==> src/rtl/high_radix_div_pkg.sv <==
// Shared types and constants for the radix-4 restoring divider.
// Sized for a 32/16 signed divide beside the 16x16 multiplier.
package high_radix_div_pkg;

    localparam int DW    = 16;
    localparam int ITERS = DW / 2;
    localparam int REM_W = DW + 2;
    localparam int CNT_W = $clog2(ITERS);

    localparam logic [DW-1:0] Q_MAX = 16'h7FFF;
    localparam logic [DW-1:0] Q_MIN = 16'h8000;

    typedef enum logic [2:0] {
        IDLE,
        PREP,
        ITER,
        FIX,
        DONE
    } state_t;

endpackage

==> src/rtl/high_radix_div_digit_sel.sv <==
// Radix-4 digit selection: picks the largest k*dvs not exceeding t.
// The three multiples are compared in parallel.
module high_radix_div_digit_sel
    import high_radix_div_pkg::*;
(
    input  logic [REM_W-1:0] t,
    input  logic [DW-1:0]    dvs,
    output logic [1:0]       digit,
    output logic [DW-1:0]    next_rem
);

    logic [REM_W-1:0] d1;
    logic [REM_W-1:0] d2;
    logic [REM_W-1:0] d3;
    logic             ge1;
    logic             ge2;
    logic             ge3;

    assign d1  = {2'b00, dvs};
    assign d2  = {1'b0, dvs, 1'b0};
    assign d3  = d1 + d2;
    assign ge1 = t >= d1;
    assign ge2 = t >= d2;
    assign ge3 = t >= d3;

    // True remainder is below dvs, so 16-bit modular subtraction is exact
    always_comb begin
        digit    = 2'd0;
        next_rem = t[DW-1:0];
        unique case (1'b1)
            ge3: begin
                digit    = 2'd3;
                next_rem = t[DW-1:0] - d3[DW-1:0];
            end
            ge2 && !ge3: begin
                digit    = 2'd2;
                next_rem = t[DW-1:0] - d2[DW-1:0];
            end
            ge1 && !ge2: begin
                digit    = 2'd1;
                next_rem = t[DW-1:0] - d1[DW-1:0];
            end
            default: ;
        endcase
    end

endmodule

==> src/rtl/high_radix_division.sv <==
// Iterative signed 32/16 divider, radix-4 restoring, two quotient bits
// per cycle, valid/ready on both sides, one operation in flight.
module high_radix_division
    import high_radix_div_pkg::*;
(
    input  logic            clk,
    input  logic            rst_n,
    input  logic            in_valid,
    output logic            in_ready,
    input  logic [2*DW-1:0] x,
    input  logic [DW-1:0]   y,
    output logic            out_valid,
    input  logic            out_ready,
    output logic [DW-1:0]   q_o,
    output logic [DW-1:0]   r_o,
    output logic            dz_o,
    output logic            ovf_o
);

    state_t           state;
    state_t           state_nx;
    logic [2*DW-1:0]  x_r;
    logic [DW-1:0]    y_r;
    logic [2*DW-1:0]  abs_x;
    logic [DW-1:0]    abs_y;
    logic [DW-1:0]    dvs;
    logic [DW-1:0]    rem;
    logic [DW-1:0]    lo;
    logic [DW-1:0]    qreg;
    logic [CNT_W-1:0] cnt;
    logic             sign_q;
    logic             sign_r;
    logic [REM_W-1:0] t;
    logic [1:0]       digit;
    logic [DW-1:0]    next_rem;
    logic             accept;
    logic             div_zero;
    logic             pre_ovf;
    logic             fix_ovf;
    logic             last_iter;

    assign abs_x     = x_r[2*DW-1] ? -x_r : x_r;
    assign abs_y     = y_r[DW-1] ? -y_r : y_r;
    assign div_zero  = y_r == '0;
    assign pre_ovf   = abs_x[2*DW-1:DW] >= abs_y;
    assign fix_ovf   = !sign_q && qreg[DW-1];
    assign last_iter = cnt == CNT_W'(ITERS - 1);
    assign in_ready  = state == IDLE;
    assign out_valid = state == DONE;
    assign accept    = in_valid && in_ready;
    assign t         = {rem, lo[DW-1 -: 2]};

    high_radix_div_digit_sel u_digit (
        .t        (t),
        .dvs      (dvs),
        .digit    (digit),
        .next_rem (next_rem)
    );

    always_ff @(posedge clk or negedge rst_n) begin
        if (!rst_n) state <= IDLE;
        else        state <= state_nx;
    end

    always_comb begin
        state_nx = state;
        unique case (state)
            IDLE: if (accept) state_nx = PREP;
            PREP: state_nx = (div_zero || pre_ovf) ? DONE : ITER;
            ITER: if (last_iter) state_nx = FIX;
            FIX:  state_nx = DONE;
            DONE: if (out_ready) state_nx = IDLE;
            default: state_nx = IDLE;
        endcase
    end

    always_ff @(posedge clk or negedge rst_n) begin
        if (!rst_n) begin
            x_r    <= '0;
            y_r    <= '0;
            dvs    <= '0;
            rem    <= '0;
            lo     <= '0;
            qreg   <= '0;
            cnt    <= '0;
            sign_q <= 1'b0;
            sign_r <= 1'b0;
            q_o    <= '0;
            r_o    <= '0;
            dz_o   <= 1'b0;
            ovf_o  <= 1'b0;
        end else begin
            unique case (state)
                IDLE: begin
                    if (accept) begin
                        x_r   <= x;
                        y_r   <= y;
                        q_o   <= '0;
                        r_o   <= '0;
                        dz_o  <= 1'b0;
                        ovf_o <= 1'b0;
                    end
                end
                PREP: begin
                    sign_q <= x_r[2*DW-1] ^ y_r[DW-1];
                    sign_r <= x_r[2*DW-1];
                    dvs    <= abs_y;
                    rem    <= abs_x[2*DW-1:DW];
                    lo     <= abs_x[DW-1:0];
                    qreg   <= '0;
                    cnt    <= '0;
                    if (div_zero) begin
                        dz_o <= 1'b1;
                        q_o  <= '1;
                        r_o  <= x_r[DW-1:0];
                    end else if (pre_ovf) begin
                        ovf_o <= 1'b1;
                        q_o   <= (x_r[2*DW-1] ^ y_r[DW-1]) ? Q_MIN : Q_MAX;
                        r_o   <= '0;
                    end
                end
                ITER: begin
                    rem  <= next_rem;
                    lo   <= {lo[DW-3:0], 2'b00};
                    qreg <= {qreg[DW-3:0], digit};
                    cnt  <= cnt + 1'b1;
                end
                FIX: begin
                    if (fix_ovf) begin
                        ovf_o <= 1'b1;
                        q_o   <= Q_MAX;
                        r_o   <= '0;
                    end else begin
                        q_o <= sign_q ? -qreg : qreg;
                        r_o <= sign_r ? -rem : rem;
                    end
                end
                default: ;
            endcase
        end
    end

endmodule

==> config.mk <==
export PLATFORM = sky130hd
export DESIGN_NAME = high_radix_division
export DESIGN_NICKNAME = d
export VERILOG_FILES = /design/src/rtl/high_radix_div_pkg.sv /design/src/rtl/high_radix_div_digit_sel.sv /design/src/rtl/high_radix_division.sv
export SDC_FILE = /design/constraint.sdc
export NUM_CORES = 1
export LEC_CHECK = 0
export CAP_MARGIN = 20
export CORE_ASPECT_RATIO = 1.2
export CORE_MARGIN = 1.5
export CORE_UTILIZATION = 49
export CTS_BUF_LIST = sky130_fd_sc_hd__clkbuf_8
export CTS_CLUSTER_SIZE = 10
export DETAILED_ROUTE_END_ITERATION = 7
export PLACE_DENSITY_LB_ADDON = 0.25
export SYNTH_ARGS = -nofsm -noshare
export SYNTH_HDL_FRONTEND = slang
export SYNTH_SLANG_ARGS = --single-unit
==> constraint.sdc <==
create_clock -name clk -period 7.8 [get_ports clk]
set_input_delay 0.78 -clock clk [delete_from_list [all_inputs] [get_ports clk]]
set_output_delay 0.78 -clock clk [all_outputs]
set_load 0.01 [all_outputs]
# After elaboration in Yosys (flattened, before gate mapping)
# Index checks and enable logic that the tools add are counted.
# word_totals
ff_bits	154
input_bits	52
# op_classes
addsub	9
n_lt_le_gt_ge	4
eq_ne	13
n_mux	32
bitwise	1
reduce_logical	18
# op_table
op	n
16-bit two-way mux	11
16-bit case mux with 3 select lines	3
16-bit case mux with 2 select lines	3
16-bit negator	3
16-bit subtractor	3
32-bit two-way mux	1
32-bit negator	1
16-bit by 17-bit adder with 18-bit output	1
18-bit by 16-bit greater-or-equal comparator with 1-bit output	1
18-bit by 17-bit greater-or-equal comparator with 1-bit output	1
18-bit greater-or-equal comparator	1
16-bit greater-or-equal comparator	1
16-bit zero test	1
3-bit case mux with 5 select lines	1
3-bit two-way mux	4
2-bit inequality test, second input constant	5
3-bit AND reduction	3
3-bit by 2-bit == test with 1-bit output, second input constant	2
3-bit == test, second input constant	2
2-bit case mux with 3 select lines	1
3-bit case mux with 2 select lines	1
1-bit two-way mux	5
5-bit AND reduction	1
1-bit logical AND	4
13 further kinds	17

# Depth between registers and ports, before layout
# logic_depth
depth_word	6
depth_mapped	21
mapped_depth_nobuf	20

# Cells and area by module
# A second synthesis with hierarchy kept.
# unflattened
cells_unflattened	1354
area_unflattened_um2	11574.9
# modules_own_cells
module	instances	cells_per_inst	area_per_inst_um2	seq_area_each_um2
high_radix_division	1	904	8225.4	3853.7
high_radix_div_digit_sel	1	450	3349.5	0.0

# Worst setup path after synthesis
# No wires, ideal clock.
# synth_timing
path_kind	register -> register
startpoint	reg x_r[3]
endpoint	reg q_o[10]
setup_ns	0.119
arrival_time_ns	4.657
required_time_ns	7.681
setup_slack_ns	3.023
path_stages_with_launch	17
n_path_buf	1
synth_period_minus_slack_ns	4.777
path_cell_list	dfrtp_1 > nor4_1 > or4b_2 > or2_1 > or4b_4 > o31ai_1 > xnor2_1 > ha_1 > a21o_1 > a21o_1 > a21oi_1 > o21ai_0 > a21oi_1 > nand2_1 > o32a_2 > clkbuf_1 > o22a_2
# synth_via
elab_chain_len	5
# synth_lines
item	line_no	source
start: declaration	high_radix_division.sv:22	logic [2*DW-1:0] x_r;
start signal: assignment	high_radix_division.sv:79	x_r <= '0;
start signal: assignment	high_radix_division.sv:96	x_r <= x;
32-bit negator	high_radix_division.sv:42	assign abs_x = x_r[2*DW-1] ? -x_r : x_r;
32-bit two-way mux	high_radix_division.sv:42	
16-bit greater-or-equal comparator	high_radix_division.sv:45	assign pre_ovf = abs_x[2*DW-1:DW] >= abs_y;
3-bit inequality test (no line)	--	
3-bit AND reduction (no line)	--	
end signal: assignment	high_radix_division.sv:118	q_o <= (x_r[2*DW-1] ^ y_r[DW-1]) ? Q_MIN : Q_MAX;
end signal: assignment	high_radix_division.sv:134	q_o <= sign_q ? -qreg : qreg;
end: declaration	high_radix_division.sv:14	output logic [DW-1:0] q_o,
# No other way between the ends.
# A chain may end at the register's enable or synchronous reset.

# Worst setup path in the final report
# layout_timing
startpoint	reg x_r[3]
endpoint	reg r_o[6]
# layout_via
elab_chain_len	5
# layout_lines
item	line_no	source
32-bit negator	high_radix_division.sv:42	
32-bit two-way mux	high_radix_division.sv:42	
16-bit greater-or-equal comparator	high_radix_division.sv:45	
3-bit inequality test (no line)	--	
3-bit AND reduction (no line)	--	
end signal: assignment	high_radix_division.sv:115	r_o <= x_r[DW-1:0];
end signal: assignment	high_radix_division.sv:135	r_o <= sign_r ? -rem : rem;
end: declaration	high_radix_division.sv:15	output logic [DW-1:0] r_o,
# No other way between the ends.

==> metrics.md <==
| Metric | Value |
|---|---|
| Status | finished clean |
| Final slew viol count | 0 |
| Cell area after synthesis | 11300 sq um |
| Placed cell area | 12300 sq um |
| Post-Layout Cell Count | 1563 |
| CTS tree | built |
| Largest family of logic cells by synthesized area | compound AO/OA/AOI/OAI gates |
| Via count | 9671 |
| Drt total wl | 30000 um |
| Post-synth top area cell | dfrtp_1 |
| Netlist cell types | 84 |
| Initial antenna violation count | 0 |
| Mapped Cells | 1211 |
| Multiplexer area fraction after synthesis | 0.0506 |
| Clk_lat worst skew | 0.48 ns |
| RD Place Congestion | 0.907 |
| Core region area | 22500 sq um |
| Dpl cells | 1531 |
| Maxcap violations | 0 |
| Crit Path Class | reg2reg |
| Arr. time, crit path | 6.14 ns |
| Fin. Hold Viols | 0 |
| Largest net degree at the start of global routing | 92 |
| DPL Wire Length | 22800 um |
| WL per Instance | 19.2 um |
| Total GRT Usage | 0.258 |
| Final Cycle Share | 0.735 |
| Final ANT Viol Nets | 0 |
| Hold Crit Class | in2async |
| Final instance area | 12800 sq um |
| First-pass GRT wire length | 48700 um |
| First DRT Iteration DRCs | 774 |
| Worst-Margin Slew | 1.08 ns |
| CTS sink cnt | 154 |
| Die ar. | 23900 sq um |
| Crit path launch type | register |
| TritonCTS Buffers | 17 |
| Setup bufs post-CTS | 0 |
| Clock skew | 0.0300 ns |
| # H-tree levels | 4 |
| Post-synth top cells | dfrtp_1 (154), ha_1 (101), o21ai_0 (99) |
| Vias/cell | 6.19 |
| Row count | 60 |
| Count leader, synth | dfrtp_1 |
| Post-Synth Simple-Gate Area | 0.143 |
| Share of cells above drive strength 1 | 0.104 |
| Nets@finish | 1427 |
| Synth-to-Final Area Change | 13.4% |
| Setup_tns | 0 ns |
| Critical path required time | 8.20 ns |
| Achievable frequency | 0.174 GHz |
| Syn_area_per_cell | 9.30 sq um |
| Unrepaired setup endpoints after global routing | no |
| Setup slack, reg-to-reg | 2.07 ns |
| IO Count | 88 |
| Synth Area in XOR/XNOR | 0.0770 |
| Top-area cell type share of the netlist area | 0.342 |
| Ys async rst share | 1.00 |
| Synth area leaders | dfrtp_1 (34%), ha_1 (11%), mux2_2 (4.7%), xor2_1 (4.6%), o21ai_0 (4.4%) |
| Mapped Nets | 1367 |
| Register area share after synthesis | 0.342 |
| Port bufs | 87 |
| Number of diodes | 0 |
| Initial core utilization | 0.500 |
| Synth warn | 0 |
| Vias in the first global route | 9317 |
| Die Y | 169 um |
| Top FF cell, synth | dfrtp_1 |
| Clock-pin slew on the worst setup and hold paths | 0.11 ns |
| Min Tclk post-route | 5.73 ns |
| Grt ovf | 0 |
| Clock Path Buffers | 2 |
| Post-synth EDFFs | 0 |
| Post-Synth Adder-Cell Area | 0.118 |
| Post-CTS resize count | 0 |
| Number of hold buffers added after cts | 0 |
| First-pass DRT Iterations | 6 |
| Worst-path maximum fanout | 17 |
| Worst slew margin | 0.283 |
| Final setup violation count | 0 |
| Clk root buf | clkbuf_8 |
| Die width | 141 um |
| DRC viols | 0 |
| Compound-Gate Fraction of Synth Area | 0.233 |
| Crit end category | register |
| Yosys reg bits | 154 |
final cells by class:
| class | instances | area (sq um) |
|---|---|---|
| Fill cell | 2047 | 9760 |
| Multi-Input combinational cell | 955 | 7020 |
| Sequential cell | 154 | 3850 |
| Timing Repair Buffer | 96 | 940 |
| Tap cell | 279 | 349 |
| Clock buffer | 17 | 234 |
| Clock inverter | 15 | 194 |
| Inverter | 47 | 176 |
per-layer routing:
layer,share of wire,vias up,wire (um),global-route usage
li1,-,4631,-,-
met1,0.43,4679,13000,0.331
met2,0.48,297,14500,0.438
met3,0.049,64,1480,0.0379
met4,0.034,0,1010,0.102
met5,0,-,0,0
registers in the layout, summed over array words and instances (netlist names):
| signal | flops |
|---|---|
| x_r | 32 |
| sign_q | 1 |
| rem | 16 |
| r_o | 16 |
| lo | 16 |
| dvs | 16 |
| dz_o | 1 |
| q_o | 16 |
| y_r | 16 |
| state | 3 |
| cnt | 3 |
| qreg | 16 |
| ovf_o | 1 |
| sign_r | 1 |
path summary, 6_finish.rpt:
path,startpoint,to,cells past startpoint
min in group clk,dz_o,dz_o,1
worst max-delay path,x_r[3],r_o[6],15
worst max register to register,x_r[3],r_o[6],15
worst min-delay path,rst_n,dvs[13],1
worst min register to register,dz_o,dz_o,1
max in group asynchronous,rst_n,x_r[27],2
cells in the final DEF (no fill, tap or decap), drive strengths merged, types with 8 or more instances in the layout:
master	netlist	final
xnor2	40	40
a22oi	20	20
nor2	95	95
nand4	9	9
o41ai	10	10
clkdlybuf4s50	0	86
dfrtp	154	154
a22o	21	21
nand3	9	9
clkinv	0	10
o22a	16	16
nor3	27	27
nand2b	14	14
inv	47	52
a211oi	15	15
clkbuf	44	17
mux2	47	47
a31oi	8	8
o21ai	101	101
o31ai	17	17
ha	101	101
xor2	59	59
nand2	86	86
or3	19	19
nor2b	8	8
a21o	21	21
buf	11	10
a221o	17	17
a21oi	83	83
critical path, cell delays in order (launching register included):
cell	delay, ns
dfrtp_1	0.45
nor4_1	0.51
or4b_2	0.70
or2_1	0.33
or4b_4	0.55
o31ai_1	0.27
xnor2_1	0.19
ha_1	0.28
a21o_1	0.16
a21o_1	0.18
a21oi_1	0.13
o21ai_0	0.12
a21oi_1	0.29
nand2_1	0.25
o32ai_2	0.97
a221o_1	0.30
metrics by stage:
stage / util / setup WS, ns / hold slack [ns]
final: 0.567 / 2.07 / 0.387
after CTS: 0.567 / 2.11 / 0.415
after global routing: 0.567 / 1.73 / 0.452
after detailed placement: 0.548 / 2.16 / 0.467
after floorplan: - / 3.02 / 0.450
after global placement: 0.548 / 2.23 / 0.462
kinds of logic (layout without fill, tap and decap cells):
| logic type | after synthesis | in the layout |
|---|---|---|
| xor+xnor | 99 | 99 |
| flops | 154 | 154 |
| compound gates | 383 | 383 |
| mux | 51 | 51 |
| simple gates | 318 | 318 |
| buf+inv | 102 | 175 |
| fa+ha+maj | 104 | 104 |
Power is left out: the tool's default activity adds up to more than one toggle a clock period on the data nets, which glitch-free logic cannot reach.
